## config.mk

```make
export PLATFORM = sky130hd
export DESIGN_NAME = muldiv_unit
export DESIGN_NICKNAME = d
export VERILOG_FILES = /design/src/rtl/muldiv_pkg.sv /design/src/rtl/muldiv_unit.sv
export SDC_FILE = /design/constraint.sdc
export NUM_CORES = 1
export LEC_CHECK = 0
export ABC_AREA = 1
export CAP_MARGIN = 0
export CORE_ASPECT_RATIO = 0.9
export CORE_MARGIN = 2
export CORE_UTILIZATION = 40
export DETAILED_ROUTE_END_ITERATION = 12
export HOLD_SLACK_MARGIN = 0.08
export PLACE_DENSITY = 0.69
export SLEW_MARGIN = 0
export SYNTH_ARGS = -nofsm -noshare
export SYNTH_HDL_FRONTEND = slang
export SYNTH_SLANG_ARGS = --single-unit
```

## constraint.sdc

```tcl
create_clock -name clk -period 4.85 [get_ports clk]
set_clock_uncertainty 0.15 [all_clocks]
set_input_delay 1.2125 -clock clk [delete_from_list [all_inputs] [get_ports clk]]
set_output_delay 1.2125 -clock clk [all_outputs]
set_load 0.01 [all_outputs]
```

## src/rtl/muldiv_pkg.sv

```systemverilog
// ---------------------------------------------------------------------------
// muldiv_pkg
//
// Shared definitions for the multi-cycle unsigned multiply/divide unit.
//
// Contents:
//   MD_MULTU / MD_DIVU : operation select encodings driven on the 'op' port
//   md_state_t         : control state encoding (IDLE, RUN, DONE)
//   md_cnt_width()     : width of the iteration counter for a given operand
//                        width, so the counter is never hard-coded
// ---------------------------------------------------------------------------
package muldiv_pkg;

    // Operation select as seen on the op input of the unit
    localparam logic MD_MULTU = 1'b0;
    localparam logic MD_DIVU  = 1'b1;

    // Control states of the iterative unit
    typedef enum logic [1:0] {
        MD_IDLE = 2'd0,
        MD_RUN  = 2'd1,
        MD_DONE = 2'd2
    } md_state_t;

    // Counter must index iterations 0..width-1; guard the degenerate width=1
    // case so the counter is always at least one bit wide.
    function automatic int md_cnt_width(input int width);
        return (width > 1) ? $clog2(width) : 1;
    endfunction

endpackage

```

## src/rtl/muldiv_unit.sv

```systemverilog
// ---------------------------------------------------------------------------
// muldiv_unit
//
// Multi-cycle unsigned MULTU / DIVU unit writing the HI/LO register pair.
// One bit is processed per clock, so every operation takes exactly WIDTH
// iterations after the start edge regardless of operand values.
//
// Ports:
//   clk    : rising-edge clock
//   reset  : asynchronous, active-low reset (asserted when 0)
//   start  : operation request, only sampled while busy=0
//   op     : MD_MULTU (0) or MD_DIVU (1)
//   a      : multiplicand / dividend
//   b      : multiplier / divisor
//   busy   : operation in progress
//   done   : one-cycle pulse, hi/lo hold the new result
//   hi     : MULTU product upper half / DIVU remainder
//   lo     : MULTU product lower half / DIVU quotient
//
// MULTU uses a shift-add accumulator {carry, P_hi, P_lo} with P_lo seeded
// with b. DIVU uses restoring division with remainder R (WIDTH+1 bits) and
// quotient Q seeded with a. Both algorithms share the same two working
// registers: work_hi holds {carry, P_hi} or R, work_lo holds P_lo or Q.
// Divide by zero needs no special case: every trial subtraction succeeds,
// giving Q = all ones and R = a.
// ---------------------------------------------------------------------------
module muldiv_unit
    import muldiv_pkg::*;
#(
    parameter int WIDTH = 32
) (
    input  logic             clk,
    input  logic             reset,
    input  logic             start,
    input  logic             op,
    input  logic [WIDTH-1:0] a,
    input  logic [WIDTH-1:0] b,
    output logic             busy,
    output logic             done,
    output logic [WIDTH-1:0] hi,
    output logic [WIDTH-1:0] lo
);

    localparam int CW = md_cnt_width(WIDTH);

    md_state_t        state;
    logic [CW-1:0]    counter;
    logic             op_q;
    logic [WIDTH-1:0] a_q;
    logic [WIDTH-1:0] b_q;
    logic [WIDTH:0]   work_hi;
    logic [WIDTH-1:0] work_lo;

    logic [WIDTH:0]   mul_sum;
    logic [WIDTH:0]   div_shift;
    logic [WIDTH:0]   div_diff;
    logic [WIDTH:0]   next_hi;
    logic [WIDTH-1:0] next_lo;
    logic             last_iter;

    // One iteration of the selected algorithm, computed from the current
    // working registers. The sequential block simply loads these values on
    // every RUN edge, and on the final edge also copies them to hi/lo.
    //
    // MULTU: conditionally add a to {carry, P_hi}, then shift the whole
    // 2W+1 bit accumulator right by one. The carry is always zero at the
    // start of an iteration because the previous shift cleared it.
    //
    // DIVU: shift the next dividend bit from Q into R, then subtract b if
    // it fits and record the quotient bit in the freed LSB of Q.
    always_comb begin
        mul_sum   = work_hi + (work_lo[0] ? {1'b0, a_q} : {(WIDTH+1){1'b0}});
        div_shift = {work_hi[WIDTH-1:0], work_lo[WIDTH-1]};
        div_diff  = div_shift - {1'b0, b_q};
        next_hi   = work_hi;
        next_lo   = work_lo;
        if (op_q == MD_MULTU) begin
            next_hi = {1'b0, mul_sum[WIDTH:1]};
            next_lo = {mul_sum[0], work_lo[WIDTH-1:1]};
        end else if (div_shift >= {1'b0, b_q}) begin
            next_hi = div_diff;
            next_lo = {work_lo[WIDTH-2:0], 1'b1};
        end else begin
            next_hi = div_shift;
            next_lo = {work_lo[WIDTH-2:0], 1'b0};
        end
    end

    // The counter value WIDTH-1 marks the edge that performs the last
    // iteration and publishes the result.
    assign last_iter = (counter == CW'(WIDTH - 1));

    // Control FSM and datapath registers. hi/lo are only written on the
    // final iteration so the previous result stays readable while a new
    // operation runs. DONE behaves like IDLE for accepting start, which
    // allows back-to-back operations without an idle bubble.
    always_ff @(posedge clk or negedge reset) begin
        if (!reset) begin
            state   <= MD_IDLE;
            busy    <= 1'b0;
            done    <= 1'b0;
            hi      <= '0;
            lo      <= '0;
            counter <= '0;
            op_q    <= MD_MULTU;
            a_q     <= '0;
            b_q     <= '0;
            work_hi <= '0;
            work_lo <= '0;
        end else begin
            case (state)
                MD_IDLE, MD_DONE: begin
                    done <= 1'b0;
                    if (start) begin
                        op_q    <= op;
                        a_q     <= a;
                        b_q     <= b;
                        work_hi <= '0;
                        work_lo <= (op == MD_DIVU) ? a : b;
                        counter <= '0;
                        busy    <= 1'b1;
                        state   <= MD_RUN;
                    end else begin
                        state <= MD_IDLE;
                    end
                end

                MD_RUN: begin
                    work_hi <= next_hi;
                    work_lo <= next_lo;
                    if (last_iter) begin
                        hi      <= next_hi[WIDTH-1:0];
                        lo      <= next_lo;
                        counter <= '0;
                        busy    <= 1'b0;
                        done    <= 1'b1;
                        state   <= MD_DONE;
                    end else begin
                        counter <= counter + 1'b1;
                    end
                end

                default: begin
                    busy  <= 1'b0;
                    done  <= 1'b0;
                    state <= MD_IDLE;
                end
            endcase
        end
    end

endmodule
```

; Word-level counts from Yosys, hierarchy flattened
; Cells that the tools add are included.
[op_classes]
add_sub_neg = 3
mul = 0
div_mod_pow = 0
magnitude_cmp = 1
n_eq_ne = 5
shift = 0
mux = 21
n_bitwise = 0
reduce_logical = 7
[op_table]
columns = op, n
row1 = 32-bit two-way mux, 4
row2 = 33-bit two-way mux, 3
row3 = 33-bit one-hot mux with 2 select lines, 1
row4 = 32-bit one-hot mux with 2 select lines, 1
row5 = 33-bit by 32-bit adder with 33-bit output, 1
row6 = 33-bit by 32-bit greater-or-equal comparator with 1-bit output, 1
row7 = 33-bit by 32-bit subtractor with 33-bit output, 1
row8 = 5-bit two-way mux, 2
row9 = 5-bit one-hot mux with 2 select lines, 1
row10 = 2-bit AND reduction, 4
row11 = 1-bit two-way mux, 6
row12 = "5-bit by 1-bit adder with 5-bit output, second input constant", 1
row13 = "5-bit == test, second input constant", 1
row14 = "2-bit inequality test, second input constant", 2
row15 = 2-bit one-hot mux with 2 select lines, 1
row16 = "2-bit by 1-bit == test with 1-bit output, second input constant", 1
row17 = "2-bit == test, second input constant", 1
row18 = 2-bit zero test, 1
row19 = 2-bit two-way mux, 1
row20 = 1-bit one-hot mux with 2 select lines, 1
row21 = 2-bit nonzero test, 1
row22 = 2-bit OR reduction, 1
[word_totals]
regBits = 203
latchBits = 0
ram_bits = 0
romBits = 0
input_bits = 68
word_cells = 48
memories = 0

; Logic depth before layout (Yosys ltp)
[logic_depth]
ltp_word = 4
mapped_depth = 18
ltp_nobuf = 18

; Worst setup path after synthesis
; No wires, ideal clock.
[synth_path]
kind = flip-flop to flip-flop
startpoint = register work_lo[0]
endpoint = register hi[31]
t_arrival_ns = 2.137
setup_slack_ns = 2.446
stages_incl_launch_ff = 18
path_buffers = 2
period_less_slack_ns = 2.404
cell_sequence = dfrtp_1 clkbuf_1 clkbuf_1 nand2_1 inv_1 ha_1 a21oi_1 nor2_1 nor2_1 nand2_1 nand2_1 nand2_1 nand3b_1 nand3_1 nand3_1 nand2_1 nand2_1 nand2_1
[synth_between]
elab_chain_cells = 3
[synth_rtl]
columns = element, line
row1 = from (decl), muldiv_unit.sv:52  ; logic [WIDTH-1:0] work_lo;
row2 = from (signal assigned), muldiv_unit.sv:119  ; work_lo <= (op == MD_DIVU) ? a : b;
row3 = from (signal assigned), muldiv_unit.sv:130  ; work_lo <= next_lo;
row4 = 32-bit two-way mux, muldiv_unit.sv:72  ; mul_sum = work_hi + (work_lo[0] ? {1'b0, a_q} : {(WIDTH+1){1'b0}});
row5 = 33-bit by 32-bit adder with 33-bit output, muldiv_unit.sv:72
row6 = 33-bit two-way mux, muldiv_unit.sv:77  ; if (op_q == MD_MULTU) begin
row7 = to (signal assigned), muldiv_unit.sv:132  ; hi <= next_hi[WIDTH-1:0];
row8 = to (decl), muldiv_unit.sv:40  ; output logic [WIDTH-1:0] hi,
; Every way passes these cells.
; A chain may end at the register's enable or synchronous reset.

; Worst setup path after layout
[layout_path]
startpoint = register work_hi[20]
endpoint = register work_hi[2]
[layout_between]
elab_chain_cells = 4
[layout_rtl]
columns = element, line
row1 = from (decl), muldiv_unit.sv:51  ; logic [WIDTH:0] work_hi;
row2 = from (signal assigned), muldiv_unit.sv:129  ; work_hi <= next_hi;
row3 = 33-bit by 32-bit greater-or-equal comparator with 1-bit output, muldiv_unit.sv:80  ; end else if (div_shift >= {1'b0, b_q}) begin
row4 = 33-bit two-way mux, muldiv_unit.sv:80
row5 = 33-bit two-way mux, muldiv_unit.sv:77
row6 = 33-bit one-hot mux with 2 select lines, muldiv_unit.sv:111  ; case (state)
; Every way passes these cells.

==> out/qor.csv <==
metric;value;unit
Finished Cell Area;16500;sq um
post-CTS setup repair buffer count;0;
area leader, netlist;dfrtp_1;
min Tclk post-route;3.12;ns
DR iter-0 viols;1290;
ranking of synthesized cells by area;dfrtp_1 36%, nand2_1 24%, inv_1 6.9%;
final hold slack;0.319;ns
DR DRC count;0;
Synth Flop Type;dfrtp_1;
CP Capture Type;flop;
top cell type's share of synthesized area;36.2;%
Reg clk slew, reported paths;0.06;ns
Worst slew margin;37.0;%
unique cell type count in the Yosys netlist;42;
Power, Total;13.2;mW
worst hold path class;flop to flop;
Rows;64;
Core Box Area;34200;sq um
CTS resizes;0;
final worst slack;1.73;ns
RSZ-0062 raised after global routing;no;
routing usage on met3;4.31;%
gr usage total;27.4;%
final setup violation count;0;
Total Wirelength;49800;um
Critical Path RT;5.13;ns
Final ANT Viol Nets;0;
leakage power figure;8.57;nW
fraction of layout cells with a size suffix above 1;4.30;%
initial core utilization;40.8;%
initial antenna violation count;1;
syn_nets;2251;
Clk Latency, worst-skew pair;0.55;ns
Max Buffers Root-to-Sink;3;
Setup WS pre-CTS;1.68;ns
CP peak stage delay;0.48;ns
status;finished, final reports clean;
HPWL Detailed;38200;um
met2 Track Usage GR;41.6;%
number of flops mapped to enable cells by yosys;0;
hold_buf cts;0;
vias post-DR;14087;
Max-cap violations;0;
CP Launch Type;flop;
FF+latch count, synth;202;
vias in the first global route;13755;
dpl cells;2651;
clk sink count;202;
Post-synth ARST share;100;%
synthesized area;14000;sq um
Slew Limit Fails;0;
CTS H-tree depth;1;
CTS Buf Count;24;
Area Growth Syn to Fin;18.2;%
Overflow after GRT;0;
Period Utilization, post-route;64.3;%
DRT Pass-1 Iters;5;
met1 Resource Use GR;40.8;%
Crit path top cell by count;nand2_1;
first-pass GRT wire length;78500;um
final net count;2351;
post-layout util;48.2;%
clock root buffer;clkbuf_16;
drt wl/cell;18.5;um
crit path DAT;3.40;ns
Port Buffer Count;133;
worst-path cell chain;ha_1, nand2_2, nor2_2, nand2_1, nor2_2, nand2_1, nand3_2, nor2_4, nand2_4, nand2_2, o21ai_1, nand2_1, nand3_1, nand2_1;
sequential area share after synthesis;36.2;%
placed cell area;15700;sq um
gate count after technology mapping;2115;
vias per inst;5.23;
Non-Filler Instances;2694;
Synth Warn #;0;
Final Hold Viols;0;
Peak supply drop;0.280;mV
Die Y;181;um
TritonCTS clock tree;built;
commonest non-fill, non-tap cell in the layout;nand2_1;
crit path kind;flop to flop;
GP Congestion;0.941;
pin count of the biggest net entering global routing;93;
GR peak layer;met2;
mean area per synthesized cell;6.60;sq um
I/O Pins;134;
Worst Tran Pin Value;0.945;ns
die footprint;36400;sq um
CP max-delay cell;dfrtp_1;
die span in x;201;um
FMAX;321;MHz
most frequent cells in the layout;875 x nand2_1, 256 x inv_1, 201 x dfrtp_1;
Crit Path Max Fanout;36;
PD cells;798;nW/um^2
TNS Setup;0;ns
## flip-flops by register name, indices dropped and copies added (netlist names)
register  count
work_hi      33
a_q          32
b_q          32
hi           32
lo           32
work_lo      32
counter       5
busy          1
done          1
op_q          1
state         1
## report_power, final
group / internal, mW / switching (mW)
Combinational: 2.73 / 5.61
Clock: 1.09 / 0.758
Sequential: 2.37 / 0.599
## synth_stat cells (9+ instances only)
| cell | number |
|---|---|
| nand2_1 | 875 |
| inv_1 | 257 |
| dfrtp_1 | 202 |
| o21ai_0 | 148 |
| nand3_1 | 145 |
| nor2_1 | 110 |
| a21oi_1 | 67 |
| ha_1 | 66 |
| clkbuf_1 | 47 |
| o221ai_1 | 28 |
| buf_2 | 18 |
| nand4_1 | 18 |
| xnor2_1 | 15 |
| xor2_1 | 15 |
| nand3b_1 | 13 |
| nor3_1 | 11 |
| inv_2 | 10 |
| o21bai_1 | 10 |
| nor2_2 | 9 |
## routing by layer
layer	part of all wire, %	vias up
li1	-	6895
met1	48	6604
met2	42	519
met3	7.1	69
met4	2.5	0
met5	0	-
## path summary, 6_finish.rpt
path,start,cells past startpoint,slack [ns],endpoint
setup / recovery,work_hi[20],14,1.73,work_hi[2]
hold / removal,lo[2],2,0.32,lo[2]
setup reg to reg,work_hi[20],14,1.73,work_hi[2]
hold reg to reg,lo[2],2,0.32,lo[2]
max in group asynchronous,reset,2,3.04,lo[15]
min in group asynchronous,reset,1,0.54,hi[6]
## worst max-delay path, delay by kind of cell (launching register included)
| family | cells | cell delay, ns |
|---|---|---|
| compound gates | 1 | 0.24 |
| flops | 1 | 0.48 |
| fa+ha+maj | 1 | 0.47 |
| simple gates | 12 | 1.64 |
## final cells by class
type | count | area (sq um)
Antenna cell | 1 | 2.50
Clock buffer | 37 | 729
Clock inverter | 5 | 75.1
Fill cell | 3562 | 17700
Inverter | 268 | 1010
Multi-Input combinational cell | 1570 | 7570
Sequential cell | 202 | 5060
Tap cell | 462 | 578
Timing Repair Buffer | 149 | 1480
## logic make-up after synthesis
logic type                 Yosys count  synth area share (%)
buffers and inverters              343                  9.63
AOI/OAI and AO/OA                  271                  10.9
DFF                                202                  36.2
adders and majority gates           68                  6.20
xor gates and xnor gates            30                  1.88
and+or+nand+nor                   1201                  35.1
No activity file was read; power rests on OpenSTA's default activity.
